File: src/rtl/mash_decimator.sv
// Third-order CIC (sinc^3) decimator for the MASH modulator output stream.
// Integrates at the input rate, decimates by 2^LOG2_R, and differentiates at the output rate.
module mash_decimator #(
  parameter  int IN_W   = 4,
  parameter  int LOG2_R = 6,
  localparam int ACC_W  = IN_W + 3 * LOG2_R
) (
  input  logic                    clk,
  input  logic                    rst_n,
  input  logic                    in_valid,
  input  logic signed [IN_W-1:0]  in_sample,
  output logic                    out_valid,
  output logic signed [ACC_W-1:0] out_data
);

  localparam logic [LOG2_R-1:0] CNT_LAST = '1;

  logic signed [ACC_W-1:0] x;
  logic signed [ACC_W-1:0] i1_q, i1_d, i2_q, i2_d, i3_q, i3_d;
  logic signed [ACC_W-1:0] d0_q, d0_d, d1_q, d1_d, d2_q, d2_d;
  logic signed [ACC_W-1:0] c1, c2, c3;
  logic signed [ACC_W-1:0] out_data_q, out_data_d;
  logic [LOG2_R-1:0]       cnt_q, cnt_d;
  logic                    out_valid_q, out_valid_d;

  assign x = {{(ACC_W - IN_W){in_sample[IN_W-1]}}, in_sample};

  // Comb section sees the pre-edge i3 and delays; wrap-around is intentional and exact.
  assign c1 = i3_q - d0_q;
  assign c2 = c1 - d1_q;
  assign c3 = c2 - d2_q;

  always_comb begin
    // NOTE: every _d gets a hold default first so no path leaves it unassigned (no latch).
    i1_d        = i1_q;
    i2_d        = i2_q;
    i3_d        = i3_q;
    d0_d        = d0_q;
    d1_d        = d1_q;
    d2_d        = d2_q;
    cnt_d       = cnt_q;
    out_data_d  = out_data_q;
    out_valid_d = 1'b0;
    if (in_valid) begin
      i1_d  = i1_q + x;
      i2_d  = i2_q + i1_q;
      i3_d  = i3_q + i2_q;
      cnt_d = cnt_q + LOG2_R'(1);
      if (cnt_q == CNT_LAST) begin
        d0_d        = i3_q;
        d1_d        = c1;
        d2_d        = c2;
        out_data_d  = c3;
        out_valid_d = 1'b1;
      end
    end
  end

  always_ff @(posedge clk or negedge rst_n) begin
    if (!rst_n) begin
      i1_q        <= '0;
      i2_q        <= '0;
      i3_q        <= '0;
      d0_q        <= '0;
      d1_q        <= '0;
      d2_q        <= '0;
      cnt_q       <= '0;
      out_data_q  <= '0;
      out_valid_q <= 1'b0;
    end else begin
      // NOTE: non-blocking so every register samples pre-edge values of its neighbours.
      i1_q        <= i1_d;
      i2_q        <= i2_d;
      i3_q        <= i3_d;
      d0_q        <= d0_d;
      d1_q        <= d1_d;
      d2_q        <= d2_d;
      cnt_q       <= cnt_d;
      out_data_q  <= out_data_d;
      out_valid_q <= out_valid_d;
    end
  end

  assign out_valid = out_valid_q;
  assign out_data  = out_data_q;

endmodule

File: config.mk
export PLATFORM = sky130hd
export DESIGN_NAME = mash_decimator
export DESIGN_NICKNAME = d
export VERILOG_FILES = /design/src/rtl/mash_decimator.sv
export SDC_FILE = /design/constraint.sdc
export NUM_CORES = 1
export LEC_CHECK = 0
export ABC_AREA = 1
export BUFFER_PORTS_ARGS = -buffer_cell sky130_fd_sc_hd__buf_2
export CORE_MARGIN = 8
export CORE_UTILIZATION = 64
export CTS_BUF_LIST = sky130_fd_sc_hd__clkbuf_8
export DETAILED_ROUTE_END_ITERATION = 10
export PLACE_DENSITY = 0.92
export SYNTH_ARGS = -nofsm -noshare
export SYNTH_HDL_FRONTEND = slang
export SYNTH_SLANG_ARGS = --single-unit
File: constraint.sdc
create_clock -name clk -period 8.9 [get_ports clk]
set_input_delay 0.89 -clock clk [delete_from_list [all_inputs] [get_ports clk]]
set_output_delay 0.89 -clock clk [all_outputs]
set_load 0.02 [all_outputs]
==> results of run 1 <==
cell families (layout without fill, tap and decap cells):
group,count (synthesis),after routing,share of synthesized area [%]
buf+inv,221,253,6.75
flops,161,161,32.3
compound gates,399,399,18.5
fa+ha+maj,133,133,13.7
xor+xnor,90,90,6.32
simple gates,660,660,22.4
per-layer routing:
layer	GRT usage, %	vias up	part of all wire [%]
met5	0	-	0
met4	12.1	0	3.7
met3	3.02	78	3.1
met2	47.6	261	51
met1	28.9	5294	42
li1	-	5624	-
synthesized netlist by cell type, types with 2 or more instances:
cell type | n | area, sq um
a221oi_1 | 2 | 17.5
or2_2 | 6 | 37.5
o21ai_1 | 21 | 105
nor4_2 | 2 | 25.0
nor3_1 | 17 | 85.1
o21ai_2 | 8 | 70.1
a21oi_2 | 7 | 61.3
clkbuf_1 | 20 | 75.1
a31o_2 | 2 | 17.5
fa_1 | 6 | 120
nand3_1 | 83 | 415
nand2_2 | 6 | 37.5
and2_1 | 3 | 18.8
nor2_2 | 5 | 31.3
ha_1 | 127 | 1590
nor2_1 | 94 | 353
inv_1 | 187 | 702
a31oi_1 | 19 | 119
dfrtp_1 | 161 | 4030
a21oi_1 | 117 | 586
o21bai_1 | 21 | 158
a21boi_1 | 5 | 37.5
nor4_1 | 6 | 37.5
nand3_2 | 3 | 30.0
buf_1 | 3 | 11.3
o211ai_1 | 8 | 60.1
xnor2_1 | 40 | 350
a21o_1 | 9 | 67.6
a211oi_1 | 7 | 52.6
o21bai_2 | 4 | 45.0
nand4_1 | 22 | 138
xor2_1 | 50 | 438
a21boi_0 | 2 | 15.0
buf_2 | 10 | 50.1
nand2_1 | 399 | 1500
nand3b_1 | 2 | 15.0
o21a_1 | 4 | 30.0
or2_1 | 10 | 62.6
o21ai_0 | 154 | 771
through the flow:
stage	std cells	total power, mW	util [%]
2_1_floorplan	1664	3.88	-
3_3_place_gp	1929	4.62	66.7
3_5_place_dp	1929	4.71	66.7
4_1_cts	1961	5.27	68.7
5_1_grt	1961	5.81	68.7
6_report	1961	5.30	68.7
cells in the final DEF (no fill, tap or decap), types with 9 or more instances in the layout:
cell,Yosys,routed
clkbuf_8,0,19
nor3_1,17,17
a31oi_1,19,19
nor2_1,94,93
nand3_1,83,83
xnor2_1,40,40
o21ai_1,21,21
o21ai_0,154,154
nand4_1,22,22
dfrtp_1,161,161
a21o_1,9,9
or2_1,10,10
nand2_1,399,399
a21oi_1,117,117
ha_1,127,127
o21bai_1,21,21
xor2_1,50,50
buf_2,10,28
inv_1,187,187
flip-flops by register name (all words and copies together) (netlist names):
name	cells
i3_q	22
cnt_q	6
out_valid	1
i2_q	22
d1_q	22
i1_q	22
d0_q	22
out_data	22
d2_q	22
worst max-delay path by stage:
stage          slack (ns)  startpoint  depth (start not counted)            to
6_report             3.66     i3_q[7]                         23  out_data[21]
5_1_grt              3.31     i3_q[7]                         23  out_data[21]
4_1_cts              3.84     i3_q[0]                         23  out_data[21]
3_5_place_dp         3.86     i3_q[0]                         23  out_data[21]
3_3_place_gp         4.01     i3_q[0]                         23  out_data[21]
2_1_floorplan        4.57     i3_q[0]                         26  out_data[21]
power breakdown:
| part | leakage [nW] | internal [mW] | switching [mW] |
|---|---|---|---|
| logic | 4.69 | 1.32 | 2.27 |
| registers | 1.80 | 0.949 | 0.221 |
| clock network | 0.205 | 0.242 | 0.301 |
| total | 6.70 | 2.51 | 2.79 |
area by class of cell:
class                      instances  area (sq um)  share of cell area (%)
sequential                       161          4030                    30.4
inverter                         188           706                    5.33
tap                              265           332                    2.50
timing repair buffer              33           181                    1.37
clock inverter                    13           125                   0.945
clock buffer                      19           262                    1.98
multi-input combinational       1282          7610                    57.4
==> impl_metrics.py, run 1 <==
metrics = {
    "detailed_routing": {
        "route.detailed.drc": 0,
        "drt_pass1_iterations": 5,
        "post_drt_wl_per_cell_um": 15.3,
        "antenna_left": 0,
        "drtIter0Drc": 807,
        "drt-total-wl_um": 29900,
        "vias": 11300,
        "vias_per_cell": 5.74,
    },
    "clock_tree": {
        "cts.sinks": 161,
        "hold_buffers": 0,
        "cts.clk_slew.worst_paths_ns": 0.09,
        "cts_max_path_buffers": 2,
        "htreeDepth": 4,
        "root_buffer": "clkbuf_8",
        "cts_buffers": 17,
        "postCtsSetupBuffers": 0,
        "cts_tree": "yes",
        "cts_resized": 0,
        "insertion_delay_ns": 0.48,
    },
    "yosys": {
        "yosys_most_used_dff": "dfrtp_1",
        "synthArstFlopShare_pct": 100,
        "yosysSeqAreaShare_pct": 32.3,
        "synthCells": 1664,
        "yosysWarningCount": 0,
        "syn-cell-area_sq_um": 12500,
        "syn-num-nets": 1804,
        "ys_seq_elements": 161,
        "synth_edf_count": 0,
        "ys_types": 51,
        "post_synth.cell_area_avg_sq_um": 7.49,
    },
    "sta": {
        "slew_headroom_pct": 17.3,
        "period_share_pct": 58.8,
        "clock.fmax_mhz": 191,
        "post-route-min-period_ns": 5.24,
        "worst_pin_slew_ns": 1.24,
        "drv_slew": 0,
        "fin_ws_ns": 3.66,
        "whs_ns": 0.478,
        "skew_ns": 0.0201,
        "setup_viol": 0,
        "fin_tns_setup_ns": 0,
        "rsz0062_at_grt": "false",
        "finalHoldViolCount": 0,
    },
    "job": {
        "maxCapViolations": 0,
    },
    "placed_design": {
        "placed_area_sq_um": 12900,
        "routabilityCongestion": 0.965,
        "io_buffers": 29,
        "hpwl_um": 23100,
        "place_ws_ns": 3.86,
    },
    "setup_path": {
        "critPathMostFrequentCell": "nand3_1",
        "critical-path-max-stage-delay_ns": 0.42,
        "timing.rr.start": "i3_q[7]",
        "cp.required_ns": 9.27,
        "crit_slowest_cell": "dfrtp_1",
        "critPathMaxFanout": 4,
        "cp_top_family": "simple AND/OR/NAND/NOR gates",
        "r2r_cells": 23,
        "path_class": "flop to flop",
        "cp-end-kind": "flop",
        "cp.arrival_ns": 5.61,
        "start_kind": "flop",
        "timing.rr.end": "out_data[21]",
        "rrSetupSlack_ns": 3.66,
        "timing.critical_path.buf_inv": 1,
        "crit_chain": "ha_1, a21oi_1, a21boi_0, o21bai_1, a21oi_2, o21bai_2, a21boi_1, nand2_1, and2_1, ha_1, nand2_1, nor4_1, nand4_1, nand3_1, xor2_1, ha_1, inv_1, nor3_1, o2111ai_1, nand3_1, nand3_1, nand3_1, nand2_1",
    },
    "outcome": {
        "status": "finished clean",
    },
    "global_route": {
        "grt_pass1_wl_um": 51000,
        "antenna_found_initial": 0,
        "grt_max_degree": 100,
        "grt_pass1_vias": 11100,
        "grt-ovfl-total": 0,
        "track_usage_pct": 25.7,
    },
    "floorplan": {
        "io_pins": 30,
        "start_util_pct": 64.7,
        "floorplan.core_area_sq_um": 19300,
        "rows": 51,
        "die_h_um": 156,
        "fp.dieArea_sq_um": 24200,
        "die_w_um": 156,
    },
    "power_and_ir_drop": {
        "peakVddDrop_mv": 0.274,
        "p_leak_nw": 6.70,
        "power_density_nw_per_um2": 400,
    },
    "final_layout": {
        "antennaDiodeCount": 0,
        "final_cell_area_sq_um": 13200,
        "nets": 1823,
        "drive_gt1_share_pct": 6.60,
        "fillCellCount": 1607,
        "syn_to_final_growth_pct": 6.18,
    },
    "worst_hold_path": {
        "hold_class": "input port to async pin",
    },
}
No activity file was read; power rests on OpenSTA's default activity.
==> inputs of run 2 (changes only) <==
--- a/config.mk
+++ b/config.mk
@@ -8,10 +8,10 @@
 export ABC_AREA = 1
 export BUFFER_PORTS_ARGS = -buffer_cell sky130_fd_sc_hd__buf_2
 export CORE_MARGIN = 8
-export CORE_UTILIZATION = 64
+export CORE_UTILIZATION = 60
 export CTS_BUF_LIST = sky130_fd_sc_hd__clkbuf_8
 export DETAILED_ROUTE_END_ITERATION = 10
-export PLACE_DENSITY = 0.92
+export PLACE_DENSITY = 0.91
 export SYNTH_ARGS = -nofsm -noshare
 export SYNTH_HDL_FRONTEND = slang
 export SYNTH_SLANG_ARGS = --single-unit
==> constraint.sdc (replaced) <==
create_clock -name clk -period 4.3 [get_ports clk]
set_input_delay 0.43 -clock clk [delete_from_list [all_inputs] [get_ports clk]]
set_output_delay 0.43 -clock clk [all_outputs]
set_load 0.02 [all_outputs]
==> impl_metrics.py, run 2 (synthesized netlist as in run 1, its figures left out) <==
metrics = {
    "global_route": {
        "track_usage_pct": 28.8,
        "grt_max_degree": 139,
        "grt_pass1_vias": 13100,
        "grt-ovfl-total": 0,
        "antenna_found_initial": 4,
        "grt_pass1_wl_um": 61100,
    },
    "final_layout": {
        "instances_no_fill": 2179,
        "utilization_pct": 78.2,
        "drive_gt1_share_pct": 24.6,
        "final_cell_mix": "375 x nand2_1, 214 x buf_4, 181 x inv_1",
        "nets": 2038,
        "fillCellCount": 1238,
        "syn_to_final_growth_pct": 27.4,
        "antennaDiodeCount": 0,
        "mostFrequentLayoutCell": "nand2_1",
        "multiInputGateArea_sq_um": 8580,
        "seqCellArea_sq_um": 4030,
    },
    "clock_tree": {
        "cts.sinks": 161,
        "hold_buffers": 0,
        "insertion_delay_ns": 0.52,
        "cts_max_path_buffers": 2,
        "root_buffer": "clkbuf_8",
        "cts_tree": "yes",
        "cts_buffers": 17,
        "htreeDepth": 4,
        "cts.clk_slew.worst_paths_ns": 0.11,
    },
    "floorplan": {
        "rows": 52,
        "die_h_um": 160,
        "floorplan.core_area_sq_um": 20300,
        "fp.dieArea_sq_um": 25700,
        "die_w_um": 160,
        "start_util_pct": 61.4,
        "io_pins": 30,
    },
    "sta": {
        "slew_headroom_pct": 27.6,
        "finalHoldViolCount": 0,
        "worst_pin_slew_ns": 1.09,
        "rsz0062_at_grt": "true",
        "fin_ws_ns": -1.27,
        "drv_slew": 0,
        "fin_tns_setup_ns": -14.30,
        "post-route-min-period_ns": 5.57,
        "setup_viol": 19,
        "clock.fmax_mhz": 180,
        "skew_ns": 0.0258,
        "period_share_pct": 129,
    },
    "detailed_routing": {
        "vias": 13800,
        "route.detailed.drc": 0,
        "drt_pass1_iterations": 7,
        "vias_per_cell": 6.34,
        "drtIter0Drc": 1599,
        "post_drt_wl_per_cell_um": 21.4,
        "drt-total-wl_um": 46700,
        "antenna_left": 0,
    },
    "placed_design": {
        "placed_cells": 2103,
        "place_ws_ns": -0.667,
        "routabilityCongestion": 0.928,
        "io_buffers": 29,
        "hpwl_um": 25800,
    },
    "worst_hold_path": {
        "hold_class": "input port to async pin",
    },
    "setup_path": {
        "critPathMaxFanout": 4,
        "path_class": "flop to flop",
        "timing.critical_path.buf_inv": 4,
        "crit_path_start": "d0_q[1]",
        "cp.required_ns": 4.70,
        "critical-path-max-stage-delay_ns": 0.46,
        "cp.arrival_ns": 5.96,
        "cp_top_family": "simple AND/OR/NAND/NOR gates",
        "cp-end-kind": "flop",
        "crit_slowest_cell": "nor3_2",
        "timing.rr.start": "d0_q[1]",
        "start_kind": "flop",
    },
    "power_and_ir_drop": {
        "p_total_mw": 14.8,
        "peakVddDrop_mv": 0.591,
        "p_leak_nw": 7.95,
        "power_density_nw_per_um2": 935,
    },
    "outcome": {
        "status": "complete, but fails checks",
        "violations": "setup timing",
    },
    "job": {
        "maxCapViolations": 0,
    },
}
run 2: final cells by class:
type | instances | area share, %
clock buffer | 18 | 1.56
clock inverter | 12 | 1.01
inverter | 188 | 4.44
multi-input combinational | 1282 | 54.0
sequential | 161 | 25.4
tap | 270 | 2.13
timing repair buffer | 248 | 11.5
run 2: report_power, final:
group          internal [mW]  switching, mW
sequential              1.97          0.464
combinational           4.64           6.55
clock                  0.586          0.641
total                   7.19           7.66
run 2: what timing repair did:
action                     in CTS  in global routing
buffers inserted               21                 25
setup endpoints to repair      11                 16
pin swaps                      38                 66
gates resized for setup        66                126
run 2: metal layers:
metal	part of all wire [%]	global-route usage, %
met1	34	28.8
met2	46	52.8
met3	10	4.94
met4	9.8	21.2
met5	0.081	0
run 2: per-stage QoR:
stage / cell area, sq um / hold WS (ns)
finish: 15900 / 0.0324
global route: 15900 / 0.135
CTS: 15100 / 0.114
detailed placement: 14100 / 0.456
global placement: 14100 / 0.449
floorplan: 12500 / 0.134
run 2: final timing paths:
check	to	slack (ns)	cells after the start
worst max register to register	out_data[21]	-1.27	28
worst min-delay path	i1_q[19]	0.03	1
min in group clk	cnt_q[1]	0.29	3
max in group asynchronous	d0_q[14]	3.24	2
worst min register to register	cnt_q[5]	0.48	1
worst max-delay path	out_data[21]	-1.27	28
